===== config.mk =====
export PLATFORM = sky130hd
export DESIGN_NAME = reg_wb_seq_flat
export DESIGN_NICKNAME = d
export VERILOG_FILES = /design/src/rtl/reg_wb_seq_if.sv /design/src/rtl/reg_wb_seq.sv /design/src/flat_wrapper.sv
export SDC_FILE = /design/constraint.sdc
export NUM_CORES = 1
export LEC_CHECK = 0
export BUFFER_PORTS_ARGS = -buffer_cell sky130_fd_sc_hd__buf_4
export CAP_MARGIN = 15
export CORE_ASPECT_RATIO = 1.1
export CORE_MARGIN = 4
export CORE_UTILIZATION = 30
export DETAILED_ROUTE_END_ITERATION = 12
export MAX_ROUTING_LAYER = met4
export PLACE_DENSITY_LB_ADDON = 0.05
export SLEW_MARGIN = 0
export SYNTH_ARGS = -nofsm -noshare
export SYNTH_HDL_FRONTEND = slang
export SYNTH_SLANG_ARGS = --single-unit

===== constraint.sdc =====
create_clock -name sys_clk -period 13.1 [get_ports sys_clk]
set_clock_uncertainty 0.05 [all_clocks]
set_input_delay 2.62 -clock sys_clk [delete_from_list [all_inputs] [get_ports sys_clk]]
set_output_delay 2.62 -clock sys_clk [all_outputs]
set_load 0.01 [all_outputs]

===== src/rtl/reg_wb_seq_if.sv =====
// reg_wb_seq_if: operand read, ALU/load writeback and dual-port register RAM bus
interface reg_wb_seq_if;
  logic        rd_req;
  logic [5:0]  rd_src1, rd_src2;
  logic        rd_gnt, rd_valid;
  logic [31:0] rd_d1, rd_d2;
  logic        alu_we;
  logic [5:0]  alu_addr;
  logic [31:0] alu_data;
  logic        ld_we;
  logic [5:0]  ld_addr;
  logic [31:0] ld_data;
  logic        ld_full, ld_ovf;
  logic        nwea, clka, nweb, clkb;
  logic [5:0]  aa, ab;
  logic [31:0] da, db, qa, qb;
  modport slave (
    input  rd_req, rd_src1, rd_src2, alu_we, alu_addr, alu_data, ld_we, ld_addr, ld_data, qa, qb,
    output rd_gnt, rd_valid, rd_d1, rd_d2, ld_full, ld_ovf, nwea, clka, aa, da, nweb, clkb, ab, db
  );
  modport master (
    output rd_req, rd_src1, rd_src2, alu_we, alu_addr, alu_data, ld_we, ld_addr, ld_data, qa, qb,
    input  rd_gnt, rd_valid, rd_d1, rd_d2, ld_full, ld_ovf, nwea, clka, aa, da, nweb, clkb, ab, db
  );
endinterface


===== src/rtl/reg_wb_seq.sv =====
// reg_wb_seq: register-file port sequencer with 4-deep load writeback FIFO (REG_WB_SEQ_OVF_EN enables sticky ld_ovf)
module reg_wb_seq (
  input logic         sys_clk,
  input logic         reset,
  reg_wb_seq_if.slave bus
);
  logic [5:0]  fa_q [4], fa_d [4];
  logic [31:0] fd_q [4], fd_d [4];
  logic [3:0]  v_q, v_d;
  logic [1:0]  head_q, head_d, tail_q, tail_d;
  logic [2:0]  cnt_q, cnt_d;
  logic        valid_q, valid_d, full_q, full_d, ovf_q, ovf_d;
  logic [31:0] d1_q, d1_d, d2_q, d2_d;
  logic        full, push, pop, hazard, gnt;
  always_comb begin
    full = cnt_q == 3'd4;
    push = bus.ld_we && !full && !reset;
    hazard = push && (bus.ld_addr == bus.rd_src1 || bus.ld_addr == bus.rd_src2);
    for (int i = 0; i < 4; i++)
      if (v_q[i] && (fa_q[i] == bus.rd_src1 || fa_q[i] == bus.rd_src2)) hazard = 1'b1;
    gnt = 1'b0;
    pop = 1'b0;
    bus.clka = 1'b0;
    bus.nwea = 1'b1;
    bus.aa = bus.alu_addr;
    bus.da = bus.alu_data;
    bus.clkb = 1'b0;
    bus.nweb = 1'b1;
    bus.ab = fa_q[head_q];
    bus.db = fd_q[head_q];
    if (!reset) begin
      if (bus.alu_we) begin
        bus.clka = 1'b1;
        bus.nwea = 1'b0;
        pop = cnt_q != 3'd0;
      end else if (full) begin
        pop = 1'b1;
      end else if (bus.rd_req && !hazard) begin
        gnt = 1'b1;
        bus.clka = 1'b1;
        bus.clkb = 1'b1;
        bus.aa = bus.rd_src1;
        bus.ab = bus.rd_src2;
      end else begin
        pop = cnt_q != 3'd0;
      end
    end
    if (pop) begin
      bus.clkb = 1'b1;
      bus.nweb = 1'b0;
    end
    fa_d = fa_q;
    fd_d = fd_q;
    v_d = v_q;
    if (pop) v_d[head_q] = 1'b0;
    if (push) begin
      fa_d[tail_q] = bus.ld_addr;
      fd_d[tail_q] = bus.ld_data;
      v_d[tail_q] = 1'b1;
    end
    head_d = head_q + 2'(pop);
    tail_d = tail_q + 2'(push);
    cnt_d = cnt_q + 3'(push) - 3'(pop);
    full_d = cnt_d == 3'd4;
    valid_d = gnt;
    d1_d = valid_q ? bus.qa : d1_q;
    d2_d = valid_q ? bus.qb : d2_q;
`ifdef REG_WB_SEQ_OVF_EN
    ovf_d = ovf_q || (bus.ld_we && full);
`else
    ovf_d = 1'b0;
`endif
    bus.rd_gnt = gnt;
    bus.rd_valid = valid_q && !reset;
    bus.rd_d1 = reset ? '0 : d1_d;
    bus.rd_d2 = reset ? '0 : d2_d;
    bus.ld_full = full_q;
    bus.ld_ovf = ovf_q && !reset;
  end
  always_ff @(posedge sys_clk) begin
    fa_q <= fa_d;
    fd_q <= fd_d;
    if (reset) begin
      v_q <= '0;
      head_q <= '0;
      tail_q <= '0;
      cnt_q <= '0;
      valid_q <= 1'b0;
      full_q <= 1'b0;
      ovf_q <= 1'b0;
      d1_q <= '0;
      d2_q <= '0;
    end else begin
      v_q <= v_d;
      head_q <= head_d;
      tail_q <= tail_d;
      cnt_q <= cnt_d;
      valid_q <= valid_d;
      full_q <= full_d;
      ovf_q <= ovf_d;
      d1_q <= d1_d;
      d2_q <= d2_d;
    end
  end
endmodule


===== src/flat_wrapper.sv =====
// flat-port wrapper written by rule: the top's interface ports become plain ports
module reg_wb_seq_flat 
  (sys_clk, reset, bus_rd_req, bus_rd_src1, bus_rd_src2, bus_alu_we, bus_alu_addr, bus_alu_data, bus_ld_we, bus_ld_addr, bus_ld_data, bus_qa, bus_qb, bus_rd_gnt, bus_rd_valid, bus_rd_d1, bus_rd_d2, bus_ld_full, bus_ld_ovf, bus_nwea, bus_clka, bus_aa, bus_da, bus_nweb, bus_clkb, bus_ab, bus_db);
  reg_wb_seq_if bus_i ();
  input logic sys_clk;
  input logic reset;
  input wire logic [$bits(bus_i.rd_req)-1:0] bus_rd_req;
  input wire logic [$bits(bus_i.rd_src1)-1:0] bus_rd_src1;
  input wire logic [$bits(bus_i.rd_src2)-1:0] bus_rd_src2;
  input wire logic [$bits(bus_i.alu_we)-1:0] bus_alu_we;
  input wire logic [$bits(bus_i.alu_addr)-1:0] bus_alu_addr;
  input wire logic [$bits(bus_i.alu_data)-1:0] bus_alu_data;
  input wire logic [$bits(bus_i.ld_we)-1:0] bus_ld_we;
  input wire logic [$bits(bus_i.ld_addr)-1:0] bus_ld_addr;
  input wire logic [$bits(bus_i.ld_data)-1:0] bus_ld_data;
  input wire logic [$bits(bus_i.qa)-1:0] bus_qa;
  input wire logic [$bits(bus_i.qb)-1:0] bus_qb;
  output wire logic [$bits(bus_i.rd_gnt)-1:0] bus_rd_gnt;
  output wire logic [$bits(bus_i.rd_valid)-1:0] bus_rd_valid;
  output wire logic [$bits(bus_i.rd_d1)-1:0] bus_rd_d1;
  output wire logic [$bits(bus_i.rd_d2)-1:0] bus_rd_d2;
  output wire logic [$bits(bus_i.ld_full)-1:0] bus_ld_full;
  output wire logic [$bits(bus_i.ld_ovf)-1:0] bus_ld_ovf;
  output wire logic [$bits(bus_i.nwea)-1:0] bus_nwea;
  output wire logic [$bits(bus_i.clka)-1:0] bus_clka;
  output wire logic [$bits(bus_i.aa)-1:0] bus_aa;
  output wire logic [$bits(bus_i.da)-1:0] bus_da;
  output wire logic [$bits(bus_i.nweb)-1:0] bus_nweb;
  output wire logic [$bits(bus_i.clkb)-1:0] bus_clkb;
  output wire logic [$bits(bus_i.ab)-1:0] bus_ab;
  output wire logic [$bits(bus_i.db)-1:0] bus_db;
  assign bus_i.rd_req = bus_rd_req;
  assign bus_i.rd_src1 = bus_rd_src1;
  assign bus_i.rd_src2 = bus_rd_src2;
  assign bus_i.alu_we = bus_alu_we;
  assign bus_i.alu_addr = bus_alu_addr;
  assign bus_i.alu_data = bus_alu_data;
  assign bus_i.ld_we = bus_ld_we;
  assign bus_i.ld_addr = bus_ld_addr;
  assign bus_i.ld_data = bus_ld_data;
  assign bus_i.qa = bus_qa;
  assign bus_i.qb = bus_qb;
  assign bus_rd_gnt = bus_i.rd_gnt;
  assign bus_rd_valid = bus_i.rd_valid;
  assign bus_rd_d1 = bus_i.rd_d1;
  assign bus_rd_d2 = bus_i.rd_d2;
  assign bus_ld_full = bus_i.ld_full;
  assign bus_ld_ovf = bus_i.ld_ovf;
  assign bus_nwea = bus_i.nwea;
  assign bus_clka = bus_i.clka;
  assign bus_aa = bus_i.aa;
  assign bus_da = bus_i.da;
  assign bus_nweb = bus_i.nweb;
  assign bus_clkb = bus_i.clkb;
  assign bus_ab = bus_i.ab;
  assign bus_db = bus_i.db;
  reg_wb_seq u_core (.sys_clk(sys_clk), .reset(reset), .bus(bus_i));
endmodule

== After elaboration in Yosys (flattened, before gate mapping) ==
Index checks and enable logic that the tools add are counted.
W data, S select, Z words.

* Bitwise gates (word level): 5
* Eq/ne operators: 12
* Add/subtract/negate cells: 4
* Muxes and demuxes: 48
* Magnitude comparators: 7
* Reductions and logical operators: 21

{| class="wikitable"
|+ Operator list
! operator !! number
|-
| $mux W32 || 7
|-
| $bwmux W128 || 1
|-
| $mux W6 || 11
|-
| $bmux W32 S2 || 1
|-
| $demux W32 S2 || 1
|-
| $eq A6 B6 Y1 || 10
|-
| $bwmux W24 || 1
|-
| $mux W1 || 20
|-
| $bmux W6 S2 || 1
|-
| $demux W6 S2 || 1
|-
| $logic_and A1 B1 Y1 || 12
|-
| $mux W4 || 2
|-
| $eq A3 B3 Y1 const B || 2
|-
| $ge A3 B3 Y1 const B || 2
|-
| $lt A2 B3 Y1 const B || 2
|-
| $not A2 Y3 || 2
|-
| $logic_or A1 B1 Y1 || 5
|-
| $add A2 B1 Y2 || 2
|-
| $and A4 B4 Y4 || 1
|-
| $demux W1 S2 || 2
|-
| $ge A2 B1 Y1 const B || 2
|-
| $not A4 Y4 || 1
|-
| $or A4 B4 Y4 || 1
|-
| $add A3 B1 Y3 || 1
|-
| other kinds (4) || 6
|}

* Output and inout bits: 148
* Bits of input ports: 157
* Register bits after elaboration: 229

== Logic depth before layout (Yosys ltp) ==
Gate-level depths: netlist of the first run.

* Depth in word-level cells: 18
* Depth in mapped cells: 15
* Depth with buffers taken out: 14

== Least setup slack after synthesis of the first run ==
Ideal clock, no wire load.

* Path type: input -> output
* From: input bus_rd_src1[1]
* To: output bus_aa[2]
* Path slack: 6,310 ps
* Arrival time: 4,120 ps
* Stages on the path: 8
* Data required time: 10,430 ps
* Cell sequence: buf_2 xnor2_1 nand4_1 nor4_1 nor4_2 nand4b_2 buf_6 mux2_4

* Longest elaborated chain between the ends: 13
* Elaborated cells between the ends (all ways): 25

{| class="wikitable"
|+ Ends and longest elaborated chain
! element !! line !! RTL
|-
| from (decl) || flat_wrapper.sv:8 || <nowiki>input wire logic [$bits(bus_i.rd_src1)-1:0] bus_rd_src1;</nowiki>
|-
| $eq A6 B6 Y1 (on tied branches) || reg_wb_seq.sv:18, reg_wb_seq.sv:20 ||
|-
| $logic_or A1 B1 Y1 (on tied branches) || reg_wb_seq.sv:18, reg_wb_seq.sv:20 ||
|-
| $logic_and A1 B1 Y1 (on tied branches) || reg_wb_seq.sv:18, reg_wb_seq.sv:20 ||
|-
| $mux W1 (3 in series) || reg_wb_seq.sv:20 || <nowiki>if (v_q[i] && (fa_q[i] == bus.rd_src1 || fa_q[i] == bus.rd_src2)) hazard = 1'b1;</nowiki>
|-
| $mux W1 (*) || reg_wb_seq.sv:20 ||
|-
| $logic_not A1 Y1 (*) || reg_wb_seq.sv:38 || <nowiki>end else if (bus.rd_req && !hazard) begin</nowiki>
|-
| $logic_and A1 B1 Y1 (*) || reg_wb_seq.sv:38 ||
|-
| $mux W6 (*) || reg_wb_seq.sv:38 ||
|-
| $mux W6 (*) || reg_wb_seq.sv:36 || <nowiki>end else if (full) begin</nowiki>
|-
| $mux W6 (*) || reg_wb_seq.sv:32 || <nowiki>if (bus.alu_we) begin</nowiki>
|-
| $mux W6 (*) || reg_wb_seq.sv:31 || <nowiki>if (!reset) begin</nowiki>
|-
| to (decl) || flat_wrapper.sv:26 || <nowiki>output wire logic [$bits(bus_i.aa)-1:0] bus_aa;</nowiki>
|}

Mark *: on every way between the ends. The rest lies on a longest branch, timed or not.

== Worst setup path in the final report of the first run ==
* From: input reset
* To: output bus_aa[0]

* Longest elaborated chain between the ends: 13

{| class="wikitable"
|+ Ends and longest elaborated chain
! element !! line !! RTL
|-
| from (decl) || flat_wrapper.sv:6 || <nowiki>input logic reset;</nowiki>
|-
| $logic_not A1 Y1 || reg_wb_seq.sv:17 || <nowiki>push = bus.ld_we && !full && !reset;</nowiki>
|-
| $logic_and A1 B1 Y1 || reg_wb_seq.sv:17 ||
|-
| $logic_and A1 B1 Y1 || reg_wb_seq.sv:18 || <nowiki>hazard = push && (bus.ld_addr == bus.rd_src1 || bus.ld_addr == bus.rd_src2);</nowiki>
|-
| $mux W1 (4 in series) || reg_wb_seq.sv:20 ||
|-
| $logic_not A1 Y1 || reg_wb_seq.sv:38 ||
|-
| $logic_and A1 B1 Y1 || reg_wb_seq.sv:38 ||
|-
| $mux W6 || reg_wb_seq.sv:38 ||
|-
| $mux W6 || reg_wb_seq.sv:36 ||
|-
| $mux W6 || reg_wb_seq.sv:32 ||
|-
| $mux W6 (*) || reg_wb_seq.sv:31 ||
|}

Marked as above.

==> metrics.md, run 1 <==
| Metric | Value |
|---|---|
| Largest net degree at the start of global routing | 84 |
| Fmax | 126.6 MHz |
| Worst-path clk slew | 0.06 ns |
| Share of cells above drive strength 1 | 0.4143 |
| Row count | 68 |
| Num CTS Buffers | 26 |
| Multi-input logic area | 2984 um2 |
| Vias in the first global route | 6180 |
| Overflow after GRT | 0 |
| Hold EP | u_core.d1_q[16] |
| I/O Buffers | 239 |
| Crit path cell chain | buf_4 -> nand3b_4 -> nor4_2 -> nor4_2 -> nand4b_2 -> mux2_2 -> buf_4 |
| Post-synthesis sequential area ratio | 0.6417 |
| CP Data Arrival Time | ~5.2 ns |
| Hold Path Depth | 2 |
| Worst vdd ir | about 0.00013 V |
| Area of the core | 31310 um2 |
| Final setup TNS | 0 ns |
| P&R area growth vs syn | 29.57% |
| Final hold violation count | 0 |
| Routed Antenna Nets | 0 |
| Post-DP HPWL | 17.48 mm |
| Fin crit share | 0.6032 |
| WHS | ~0.46 ns |
| Reg2reg setup slack | approximately 9.5 ns |
| Height of the die | 194.8 um |
| Synth unique cells | 39 |
| Post_cts resized | 0 |
| Final Max Tran Viols | 0 |
| DRT iter0 DRCs | around 230 |
| Fill cells | 3011 |
| CP Class | input pin to primary output |
| Most frequent cells after synthesis | edfxtp_1, dfxtp_1, nor2_1 |
| Clock Tree Buf Depth | 3 |
| Leading post-synthesis cells by cell area | edfxtp_1, dfxtp_1, mux4_2 |
| NumNets Final | 983 |
| CTS HTree Levels | 1 |
| Final setup fails | 0 |
| Outcome | complete, no violations |
| WL per Instance | 20.11 um |
| Synth Cell Area | 9515 um2 |
| P_leak | 0.004562 uW |
| Top cell type's share of synthesized area | 0.4797 |
| Worst reg2reg startpoint | u_core.cnt_q[1] |
| Placed standard-cell area | 11490 um2 |
| Number of synthesized flops with an enable pin | between 150 and 200 |
| Yosys warns | 0 |
| First-pass GRT wire length | roughly 38 mm |
| Vias | 5657 |
| Crit Path Max Fanout | 83 |
| Fraction of registers with async set/reset | 0 |
| R2R cell count | 14 |
| Post-CTS Setup Bufs | 0 |
| Worst skew pair latency | between 0.5 and 0.6 ns |
| Crit path max-delay cell type | buf_4 |
| Initial antenna violation count | 0 |
| CP peak stage delay | 0.63 ns |
| Cell taking the most area after synthesis | edfxtp_1 |
| Top-count cell post-synth | edfxtp_1 |
| Cells after Synth | between 600 and 700 |
| Hold_buf cts | 0 |
| Root Driver | clkbuf_16 |
| Required time of the critical path | 10.43 ns |
| TritonRoute pass-1 iters | 6 |
| Die area | 34630 um2 |
| GP Congestion | 0.8128 |
| Design Area, Final | between 10000 and 15000 um2 |
| Worst-Margin Slew | 1.119 ns |
| Hold Crit Class | register to register |
| # diodes | 0 |
| CTS tree | yes |
| Synth Register Bits | between 200 and 250 |
| Period minus WS final | 7.902 ns |
| Max cap viols | 0 |
| DRC violation count after routing | 0 |
| Primary FF master, synth | edfxtp_1 |
| Ports | 305 |
| Worst hold start | u_core.d1_q[16] |
| Type of origin of the critical path | input pin |
| Total track usage | 0.1471 |
| R2R Path End | u_core.bus.ld_full |
| Vias per inst | roughly 4.5 |
| Flip-flop and latch area | 6115 um2 |
| Power per standard cell area | 155.6 nW/um2 |
| Max transition margin | 0.2541 |
| Die width | 177.8 um |
| CTS sink cnt | 229 |
| Routed wire length | between 20 and 30 mm |
| Starting density of the core | 0.3039 |
| Mean Syn Cell Area | about 15 um2 |
| Critical Path End Type | primary output |
| Syn nets | 782 |
| RSZ-0062 raised after global routing | no |
## how the worst max path moves through the flow
stage                   startpoint         to  slack [ns]  depth (start not counted)
finish                       reset  bus_aa[0]        5.20                          7
global route                 reset  bus_aa[0]        4.97                          7
CTS                          reset  bus_aa[0]        5.09                          7
detailed placement           reset  bus_aa[0]        5.12                          7
global placement             reset  bus_aa[0]        5.15                          7
floorplan           bus_rd_src1[1]  bus_aa[2]        6.31                          8
## cell type report
| class | instances | area share |
|---|---|---|
| clock buffers | 38 | 0.06485 |
| repair buffers | 245 | 0.1492 |
| well taps | 420 | 0.04262 |
| inverters | 6 | 0.001827 |
| multi-input cells | 313 | 0.2420 |
| flip-flops and latches | 229 | 0.4959 |
| clock inverters | 9 | 0.003552 |
## cell families after synthesis
logic type               share of synthesized area
buffers and inverters                      0.04668
adder cells (fa/ha/maj)                   0.007364
XOR/XNOR                                   0.05891
multiplexers                                0.1746
flip-flops                                  0.6417
AND/OR/NAND/NOR                            0.06470
AO/OA/AOI/OAI                             0.005654
other                                    0.0003941
## power breakdown
| group | internal (uW) | leakage [uW] | switching [uW] | total, uW |
|---|---|---|---|---|
| clock network | 421 | 0.000415 | 274 | 695 |
| logic | 206 | 0.00214 | 159 | 365 |
| registers | 810 | 0.00201 | 48.1 | 858 |
## state kept, by name, summed over array words and instances, names as in the netlist
signal,count
u_core.bus.ld_full,1
u_core.cnt_q,3
u_core.d1_q,32
u_core.d2_q,32
u_core.fa_q,24
u_core.fd_q,128
u_core.head_q,2
u_core.tail_q,2
u_core.v_q,4
u_core.valid_q,1
## routing by layer
metal  routed length (um)  up-vias  track usage
met2                13390      175       0.2554
met4                  590        0      0.03954
met1                 9614     2800       0.1680
li1                     -     2642            -
met3                 1743       40      0.03871
met5                    0        -            -
## placed cells by master, fill, tap and decap left out, types with 5 or more instances in the layout
master       n
nand4_1     10
xnor2_1     38
nor4_1       8
buf_4      245
edfxtp_1   152
xor2_1      26
dfxtp_1     74
inv_1        6
nor2_1      75
clkbuf_1     5
clkbuf_16   29
mux4_2      38
mux2i_1     64
mux2_4       8
## worst max-delay path: cells and delay by family
family | cells | cell delay (ns)
mux | 1 | 0.51
buf+inv | 2 | 0.78
simple gates | 4 | 1.31
## through the flow
| step | setup slack (ns) | cells | total power [uW] | utilization |
|---|---|---|---|---|
| 6_report | 5.198 | 1260 | 1918 | 0.3938 |
| 5_1_grt | 4.973 | 1260 | 2020 | 0.3938 |
| 4_1_cts | 5.090 | 1260 | 1961 | 0.3938 |
| 3_5_place_dp | 5.119 | 1213 | 1250 | 0.3668 |
| 3_3_place_gp | 5.150 | 1213 | 1246 | 0.3668 |
| 2_1_floorplan | 6.310 | 620 | 1082 | - |
No activity file was read; power rests on OpenSTA's default activity.
==> inputs of run 2 (changes only) <==
clock period = 6.4 ns   (was 13.1 ns; I/O delays follow)
==> run 2 against run 1 <==
Effect of this change: non-clock buffer count up 3; sequential share of layout area down 0.17 points; first-iteration DRC count down 3.9%; combinational power up 110%; clock power up 110%; power up 110%; sequential power up 110%; count of clock-buffer cells in the layout down 10; flip-flop and latch count unchanged; critical path depth up 1; wire length up 0.26%.
==> metrics.md, run 2 (synthesis gave the netlist of run 1 again) <==
| Metric | Value |
|---|---|
| Hold EP | u_core.d2_q[5] |
| Number of cells on the critical path | 8 |
| Crit path launch | bus_rd_src2[3] |
| P_leak | 0.004579 uW |
| I/O Buffers | about 240 |
| CP dominant cell by count | buf_4 |
| Hold_buf cts | 0 |
| Final Util | 0.3951 |
| First-pass GRT wire length | 37.80 mm |
| Commonest non-fill, non-tap cells in the layout | buf_4, edfxtp_1, nor2_1 |
| Total track usage | 0.1465 |
| Most common cell after layout, fill and taps aside | buf_4 |
| CTS sink cnt | 229 |
| RSZ-0062 raised after global routing | no |
| Crit Path Max Fanout | 14 |
| P&R area growth vs syn | 30.01% |
| GP Congestion | slightly above 0.8 |
| Final Max Tran Viols | 0 |
| Fill cells | approximately 3000 |
| Routed wire length | 25.40 mm |
| Max reg flops | 128 |
| Share of cells above drive strength 1 | 0.4220 |
| R2R cell count | 14 |
| NumNets Final | 987 |
| Hold Crit Class | register to register |
| Die area | 34630 um2 |
| CP Data Arrival Time | 3.64 ns |
| Post_cts resized | 0 |
| Final hold violation count | 0 |
| Die width | 177.8 um |
| Critical path buffers and inverters | 2 |
| WHS | about 0.46 ns |
| R2R Path End | u_core.bus.ld_full |
| Worst skew pair latency | roughly 0.52 ns |
| Row count | approximately 70 |
| Max cap viols | 0 |
| Vias in the first global route | around 6300 |
| Vias | 5731 |
| # diodes | 0 |
| Largest delay share family, worst path | simple AND/OR/NAND/NOR gates |
| Biggest register | u_core.fd_q |
| Worst vdd ir | around 0.00024 V |
| Initial antenna violation count | 0 |
| Type of origin of the critical path | input pin |
| Post-DP HPWL | roughly 18 mm |
| Fmax | 201.3 MHz |
| Num CTS Buffers | 27 |
| CP peak stage delay | 0.71 ns |
| Reg2reg setup slack | 2.74 ns |
| Area of the core | 31310 um2 |
| Height of the die | 194.8 um |
| Largest net degree at the start of global routing | 83 |
| Crit path cell chain | buf_4 -> xnor2_1 -> nand4_1 -> nor4_1 -> nor4_2 -> nand4b_2 -> mux2_4 -> buf_4 |
| Starting density of the core | 0.3039 |
| Routed Antenna Nets | 0 |
| Outcome | complete, no violations |
| Hold Path Depth | 2 |
| Worst-path clk slew | roughly 0.060 ns |
| Critical Path End Type | primary output |
| Period minus WS final | 4.967 ns |
| DRT iter0 DRCs | around 220 |
| Final setup TNS | 0 ns |
| Clock Tree Buf Depth | 3 |
| Required time of the critical path | around 5.1 ns |
| Final setup fails | 0 |
| Post-CTS Setup Bufs | 0 |
| CP Class | input pin to primary output |
| Largest regs | u_core.fd_q: 128 flops, u_core.d1_q: 32 flops, u_core.d2_q: 32 flops |
| Root Driver | clkbuf_16 |
| Worst reg2reg startpoint | u_core.cnt_q[1] |
| Crit path max-delay cell type | nand4b_2 |
| Overflow after GRT | 0 |
| Vias per inst | 4.527 |
| CTS tree | yes |
| Fin crit share | 0.7761 |
| Worst-Margin Slew | between 1 and 1.5 ns |
| DRC violation count after routing | 0 |
| Worst hold start | u_core.d2_q[5] |
| Max transition margin | 0.2556 |
| Power per standard cell area | 320.6 nW/um2 |
| Ports | slightly above 300 |
| WL per Instance | 20.06 um |
| TritonRoute pass-1 iters | 4 |
| CTS HTree Levels | 1 |
-- run 2: metal layers --
| layer | vias to the layer above | GRT usage | part of all wire |
|---|---|---|---|
| li1 | 2665 | - | - |
| met1 | 2831 | 0.1648 | 0.39 |
| met2 | 191 | 0.2617 | 0.53 |
| met3 | 44 | 0.03365 | 0.056 |
| met4 | 0 | 0.03782 | 0.023 |
| met5 | - | - | 0 |
-- run 2: how the worst max path moves through the flow --
stage	to
after floorplan	u_core.v_q[1]
after global placement	bus_aa[0]
after detailed placement	bus_aa[0]
after CTS	bus_aa[0]
after global routing	bus_aa[0]
final	bus_ab[2]
-- run 2: metrics by stage --
| step | setup WS, ns | instances | instance area, um2 | total power [uW] |
|---|---|---|---|---|
| 2_1_floorplan | 1.458 | 620 | 9515 | 2214 |
| 4_1_cts | 1.398 | 1266 | 12370 | 4055 |
| 3_3_place_gp | 1.496 | 1216 | 11510 | 2550 |
| 3_5_place_dp | 1.402 | 1216 | 11510 | 2560 |
| 6_report | 1.433 | 1266 | 12370 | 3966 |
| 5_1_grt | 1.324 | 1266 | 12370 | 4173 |
-- run 2: layout make-up --
type,instances,area [um2],share of cell area
Sequential cell,229,6115,0.4943
Clock inverter,22,182.7,0.01477
Timing Repair Buffer,248,1862,0.1505
Inverter,6,22.52,0.001821
Multi-Input combinational cell,313,2984,0.2412
Tap cell,420,525.5,0.04248
Clock buffer,28,679.4,0.05492
-- run 2: worst min-delay path: stages (launching register included) --
cell and delay, ns:
dfxtp_1 0.30, mux2i_1 0.05, nor2_1 0.11
-- run 2: where the power goes --
| group | leakage (uW) | total (uW) | switching [uW] | internal [uW] |
|---|---|---|---|---|
| sequential | 0.00201 | 1760 | 98.4 | 1660 |
| combinational | 0.00216 | 750 | 326 | 423 |
| clock | 0.000416 | 1460 | 602 | 859 |
